**config.mk**
```make
export PLATFORM = sky130hd
export DESIGN_NAME = mux_skid_stage
export DESIGN_NICKNAME = d
export VERILOG_FILES = /design/src/rtl/mux_pkg.sv /design/src/rtl/mux_sel_comb.sv /design/src/rtl/mux_skid_stage.sv
export SDC_FILE = /design/constraint.sdc
export NUM_CORES = 1
export LEC_CHECK = 0
export ABC_AREA = 1
export BUFFER_PORTS_ARGS = -buffer_cell sky130_fd_sc_hd__buf_2
export CAP_MARGIN = 10
export CORE_MARGIN = 10
export CORE_UTILIZATION = 35
export CTS_BUF_LIST = sky130_fd_sc_hd__clkbuf_8
export CTS_CLUSTER_SIZE = 25
export DETAILED_ROUTE_END_ITERATION = 8
export SYNTH_ARGS = -nofsm -noshare
export SYNTH_HDL_FRONTEND = slang
export SYNTH_HIERARCHICAL = 1
export SYNTH_SLANG_ARGS = --single-unit
```
**constraint.sdc**
```tcl
create_clock -name clk_i -period 1.9 [get_ports clk_i]
set_input_delay 0.19 -clock clk_i [delete_from_list [all_inputs] [get_ports clk_i]]
set_output_delay 0.19 -clock clk_i [all_outputs]
set_load 0.01 [all_outputs]
```
**src/rtl/mux_pkg.sv**
```systemverilog
// Shared definitions for the mux skid stage.
//   DEFAULT_WIDTH : default data word width
//   state_e       : occupancy state, encoded as {main_valid, skid_valid}
//   sat_sel()     : saturating select, out-of-range selects map to the last input
package mux_pkg;

    localparam int unsigned DEFAULT_WIDTH = 32;

    // Bit 1 is main_valid, bit 0 is skid_valid, so outputs decode straight from the register.
    typedef enum logic [1:0] {
        EMPTY = 2'b00,
        ONE   = 2'b10,
        FULL  = 2'b11
    } state_e;

    function automatic int unsigned sat_sel(input int unsigned sel, input int unsigned num_in);
        return (sel >= num_in - 1) ? num_in - 1 : sel;
    endfunction

endpackage

```
**src/rtl/mux_sel_comb.sv**
```systemverilog
// Pure combinational NUM_IN-way word select with saturating select.
//   sel_i  : raw select
//   data_i : packed inputs, input k at [k*WIDTH +: WIDTH]
//   data_o : selected word (bit-exact)
//   sel_o  : effective (saturated) select
module mux_sel_comb
    import mux_pkg::*;
#(
    parameter int unsigned WIDTH  = DEFAULT_WIDTH,
    parameter int unsigned NUM_IN = 4,
    localparam int unsigned SEL_W = $clog2(NUM_IN)
) (
    input  logic [SEL_W-1:0]        sel_i,
    input  logic [NUM_IN*WIDTH-1:0] data_i,
    output logic [WIDTH-1:0]        data_o,
    output logic [SEL_W-1:0]        sel_o
);

    int unsigned w_eff;

    assign w_eff  = sat_sel(32'(sel_i), NUM_IN);
    assign sel_o  = SEL_W'(w_eff);
    assign data_o = data_i[w_eff*WIDTH +: WIDTH];

endmodule

```
**src/rtl/mux_skid_stage.sv**
```systemverilog
// N-way select stage with registered output and a 2-entry skid buffer.
// Decouples producer and consumer with valid/ready; in_ready_o comes from
// a register only, so stalls never ripple combinationally upstream.
//   clk_i, rst_i (async, active-low)
//   in_valid_i / in_ready_o  : producer handshake
//   sel_i, data_i            : select and packed inputs
//   out_valid_o / out_ready_i: consumer handshake
//   out_data_o, out_sel_o    : registered word and effective select
//   err_o                    : sticky out-of-range select flag
// Optional: define MUX_SKID_SELCHK_EN to enable err_o; otherwise it is tied low.
module mux_skid_stage
    import mux_pkg::*;
#(
    parameter int unsigned WIDTH  = DEFAULT_WIDTH,
    parameter int unsigned NUM_IN = 4,
    localparam int unsigned SEL_W = $clog2(NUM_IN)
) (
    input  logic                    clk_i,
    input  logic                    rst_i,
    input  logic                    in_valid_i,
    output logic                    in_ready_o,
    input  logic [SEL_W-1:0]        sel_i,
    input  logic [NUM_IN*WIDTH-1:0] data_i,
    output logic                    out_valid_o,
    input  logic                    out_ready_i,
    output logic [WIDTH-1:0]        out_data_o,
    output logic [SEL_W-1:0]        out_sel_o,
    output logic                    err_o
);

    state_e           r_state;
    state_e           w_state_next;
    logic [WIDTH-1:0] r_main_data;
    logic [SEL_W-1:0] r_main_sel;
    logic [WIDTH-1:0] r_skid_data;
    logic [SEL_W-1:0] r_skid_sel;

    logic [WIDTH-1:0] w_sel_data;
    logic [SEL_W-1:0] w_sel_eff;
    logic             w_accept;
    logic             w_emit;
    logic             w_load_main;
    logic             w_main_from_skid;
    logic             w_load_skid;

    // Select happens before the registers, so the skid holds post-select data.
    mux_sel_comb #(
        .WIDTH  (WIDTH),
        .NUM_IN (NUM_IN)
    ) u_sel (
        .sel_i  (sel_i),
        .data_i (data_i),
        .data_o (w_sel_data),
        .sel_o  (w_sel_eff)
    );

    assign out_valid_o = r_state[1];
    assign in_ready_o  = ~r_state[0];
    assign out_data_o  = r_main_data;
    assign out_sel_o   = r_main_sel;

    assign w_accept = in_valid_i & in_ready_o;
    assign w_emit   = out_valid_o & out_ready_i;

    always_comb begin
        w_state_next     = r_state;
        w_load_main      = 1'b0;
        w_main_from_skid = 1'b0;
        w_load_skid      = 1'b0;
        unique case (r_state)
            EMPTY: begin
                if (w_accept) begin
                    w_state_next = ONE;
                    w_load_main  = 1'b1;
                end
            end
            ONE: begin
                if (w_accept && w_emit) begin
                    w_load_main = 1'b1;
                end else if (w_accept) begin
                    w_state_next = FULL;
                    w_load_skid  = 1'b1;
                end else if (w_emit) begin
                    w_state_next = EMPTY;
                end
            end
            FULL: begin
                if (w_emit) begin
                    w_state_next     = ONE;
                    w_load_main      = 1'b1;
                    w_main_from_skid = 1'b1;
                end
            end
            default: w_state_next = EMPTY;
        endcase
    end

    always_ff @(posedge clk_i or negedge rst_i) begin
        if (!rst_i) begin
            r_state     <= EMPTY;
            r_main_data <= '0;
            r_main_sel  <= '0;
            r_skid_data <= '0;
            r_skid_sel  <= '0;
        end else begin
            r_state <= w_state_next;
            if (w_load_main) begin
                r_main_data <= w_main_from_skid ? r_skid_data : w_sel_data;
                r_main_sel  <= w_main_from_skid ? r_skid_sel : w_sel_eff;
            end
            if (w_load_skid) begin
                r_skid_data <= w_sel_data;
                r_skid_sel  <= w_sel_eff;
            end
        end
    end

`ifdef MUX_SKID_SELCHK_EN
    logic r_err;

    always_ff @(posedge clk_i or negedge rst_i) begin
        if (!rst_i) begin
            r_err <= 1'b0;
        end else if (w_accept && (32'(sel_i) > NUM_IN - 1)) begin
            r_err <= 1'b1;
        end
    end

    assign err_o = r_err;
`else
    assign err_o = 1'b0;
`endif

endmodule

```
==> results by group <==
Run status
  • Status: finished, final reports clean

Logic synthesis
  • Cell count after synthesis: 781
  • Synth Area in Compound Gates: 7.13%
  • Post-Synth Adder-Cell Area: 1.03%
  • Synthesized area per cell: 6.20 um2
  • Mux contribution to synthesized area: 0%
  • Post-Synth Simple-Gate Area: 35.8%
  • Post-synthesis instance area: 0.00484 mm2
  • Largest family of logic cells by synthesized area: simple AND/OR/NAND/NOR gates
  • #FFs+latches synth: 70
  • Mapped Nets: 919
  • Syn. warnings: 6
  • Post-synthesis xor/xnor area fraction: 0%
  • Distinct cells, synth: 21
  • Seq/Total Area, Yosys: 36.2%

GRT
  • Initial antenna violation count: 0
  • First-pass GRT wire length: 23000 um
  • GRT busiest layer: met2
  • GR met3 Demand/Resource: 5.06%
  • Vias in the first global route: 4671
  • GR Overflow Total: 0
  • Met2 GRT Util: 23.7%
  • GRT Total Usage: 14.8%
  • GRT met1 Usage: 18.8%
  • Largest net degree at the start of global routing: 69

Clock tree
  • H-tree level count: 3
  • Clock Latency Late Sink: 0.34 ns
  • CTS tree: done
  • CTS Buf Count: 9
  • Root buffer cell: clkbuf_8
  • Number of clock sinks: 70
  • Clock Pin Slew Worst Setup and Hold Paths: 0.07 ns
  • CTS Buffer Depth: 2
  • Post-CTS Setup Inserts: 0

Power
  • Max VDD drop: 0.465 mV
  • Total power: 6750 uW
  • P per Cell Area: 1130 mW/mm2
  • Leak Pwr: 0.00378 uW

Finish
  • Layout Nets: 1065
  • Fillers: 1486
  • Layout cells sized above 1: 22.2%
  • Ant. Diodes: 0
  • Finished Core Util: 44.6%
  • P&R area growth vs syn: 23.4%

STA
  • Clock Skews: 0.00588 ns
  • Max Fclk: 612 MHz
  • Fin crit share: 86.0%
  • Hold Fails Final Rpt: 0
  • RSZ-0062 raised after global routing: no
  • Max Slew Vio Count: 0
  • Final setup viols: 0
  • Minimum clock period: 1.63 ns
  • Setup TNS: 0 ns

Critical path
  • Worst Path Buf+Inv: 2
  • Critical Path AT: 1.86 ns
  • CP top delay family: simple AND/OR/NAND/NOR gates
  • Max FO, Critical Path: 34
  • Worst EP required: 2.13 ns
  • Most frequent CP cell: nand2_1
  • CP Launch Type: register
  • Setup CP Type: register to register
  • Worst-path cell chain: inv_2 -> ha_1 -> nand3_1 -> nand2_1 -> inv_2 -> nand2_4 -> nand2_8 -> nand2_1 -> nand2_1
  • CP peak stage delay: 0.45 ns
  • Critical-path top delay cell: dfrtp_1
  • Element type at the critical path end: register

Placed design
  • Detailed Place HPWL: 10300 um
  • RD Place Congestion: 0.778
  • Port Buffers: 169

Floorplanning
  • Die ar.: 0.0189 mm2
  • Core area: 0.0134 mm2
  • Die Y: 138 um
  • Initial Util: 36.1%
  • FP Rows: 42
  • Boundary Pins: 171
  • Die boundary width: 138 um

Drt
  • DRT antenna net count: 0
  • DR vias/cell: 4.33
  • Routed via count: 4786
  • First-pass iteration count of the detailed router: 5
  • DR iter-0 viols: 339
  • DRC errors left: 0
  • WL final: 14000 um
  • WL/cell: 12.7 um

Min path
  • Worst hold-check path type: input port to register

Flow run
  • # Max-Cap Violations: 0
layer usage:
layer / vias up / part of all wire [%]
li1: 2595 / -
met1: 2046 / 44
met2: 137 / 47
met3: 8 / 7.8
met4: 0 / 0.83
met5: - / 0
synth_stat cells:
| master | number | area (um2) |
|---|---|---|
| nor2_4 | 1 | 11.3 |
| inv_1 | 166 | 623 |
| buf_6 | 11 | 124 |
| a21oi_1 | 1 | 5.00 |
| nor2_1 | 4 | 15.0 |
| clkinv_1 | 1 | 3.75 |
| clkbuf_1 | 10 | 37.5 |
| inv_2 | 6 | 22.5 |
| buf_4 | 9 | 67.6 |
| nand3_2 | 1 | 10.0 |
| nand2_1 | 305 | 1140 |
| nand3_1 | 103 | 515 |
| ha_1 | 4 | 50.1 |
| dfrtp_1 | 70 | 1750 |
| o21ai_0 | 63 | 315 |
| buf_2 | 16 | 80.1 |
| nand2_4 | 2 | 22.5 |
| nor2_2 | 1 | 6.26 |
| o21ai_1 | 5 | 25.0 |
| conb_1 | 1 | 3.75 |
| nand2_2 | 1 | 6.26 |
area by class of cell:
type                       instances  area [um2]  share of cell area, %
multi-input combinational        492        2140                   35.8
inverter                         173         649                   10.9
clock inverter                     1        30.0                  0.503
tap                              176         220                   3.69
sequential                        70        1750                   29.3
timing repair buffer             181        1020                   17.0
clock buffer                      12         165                   2.76
report_power, final:
| group | total, uW | internal [uW] | switching (uW) | leakage [uW] |
|---|---|---|---|---|
| clock network | 1230 | 693 | 534 | 0.000100 |
| logic | 3010 | 1100 | 1900 | 0.00281 |
| registers | 2520 | 2220 | 301 | 0.000867 |
sequential cells by signal, indices dropped and copies added (netlist names):
signal	count
out_data_o	32
r_state	2
out_sel_o	2
r_skid_sel	2
r_skid_data	32
per-stage QoR:
stage / cell area (um2) / cells / worst slack (ns) / hold slack (ns)
after floorplan: 4840 / 781 / 0.424 / -0.106
after global placement: 5760 / 1091 / 0.175 / 0.186
after detailed placement: 5760 / 1091 / 0.105 / 0.189
after CTS: 5960 / 1105 / 0.0928 / 0.262
after global routing: 5970 / 1105 / 0.0507 / 0.307
final: 5970 / 1105 / 0.266 / 0.277
worst register-to-register path: stages (launching register included):
cell	delay, ns
dfrtp_1	0.45
inv_2	0.12
ha_1	0.17
nand3_1	0.08
nand2_1	0.07
inv_2	0.04
nand2_4	0.20
nand2_8	0.22
nand2_1	0.12
nand2_1	0.05
logic make-up after synthesis:
| logic type | after synthesis |
|---|---|
| flip-flops | 70 |
| adder cells (fa/ha/maj) | 4 |
| AND/OR/NAND/NOR | 418 |
| other | 1 |
| buffers and inverters | 219 |
| AO/OA/AOI/OAI | 69 |
worst paths after layout:
path	from	end	slack, ns	depth (start not counted)
min in group asynchronous	rst_i	r_skid_data[22]	0.36	2
setup / recovery	r_state[0]	out_data_o[17]	0.27	9
max in group asynchronous	rst_i	r_skid_data[12]	0.98	3
hold / removal	data_i[82]	r_skid_data[18]	0.28	7
setup reg to reg	r_state[0]	out_data_o[17]	0.27	9
hold reg to reg	out_data_o[22]	out_data_o[22]	0.47	2
placed cells by master (no fill, tap or decap), types with 4 or more instances in the layout:
cell      instances
buf_12            6
ha_1              4
nor2_1            4
inv_2             6
dfrtp_1          69
o21ai_1           5
inv_1           166
nand3_1         103
buf_4             6
o21ai_0          63
nand2_1         305
buf_2           168
clkbuf_8         12
what timing repair did:
| item | CTS | global route |
|---|---|---|
| endpoints found under the hold margin | 35 | 0 |
| setup endpoints to repair | 0 | 34 |
| hold buffers | 1 | 0 |
| resized for setup | 0 | 2 |
Note: power is estimated with default switching activity, not from simulation.
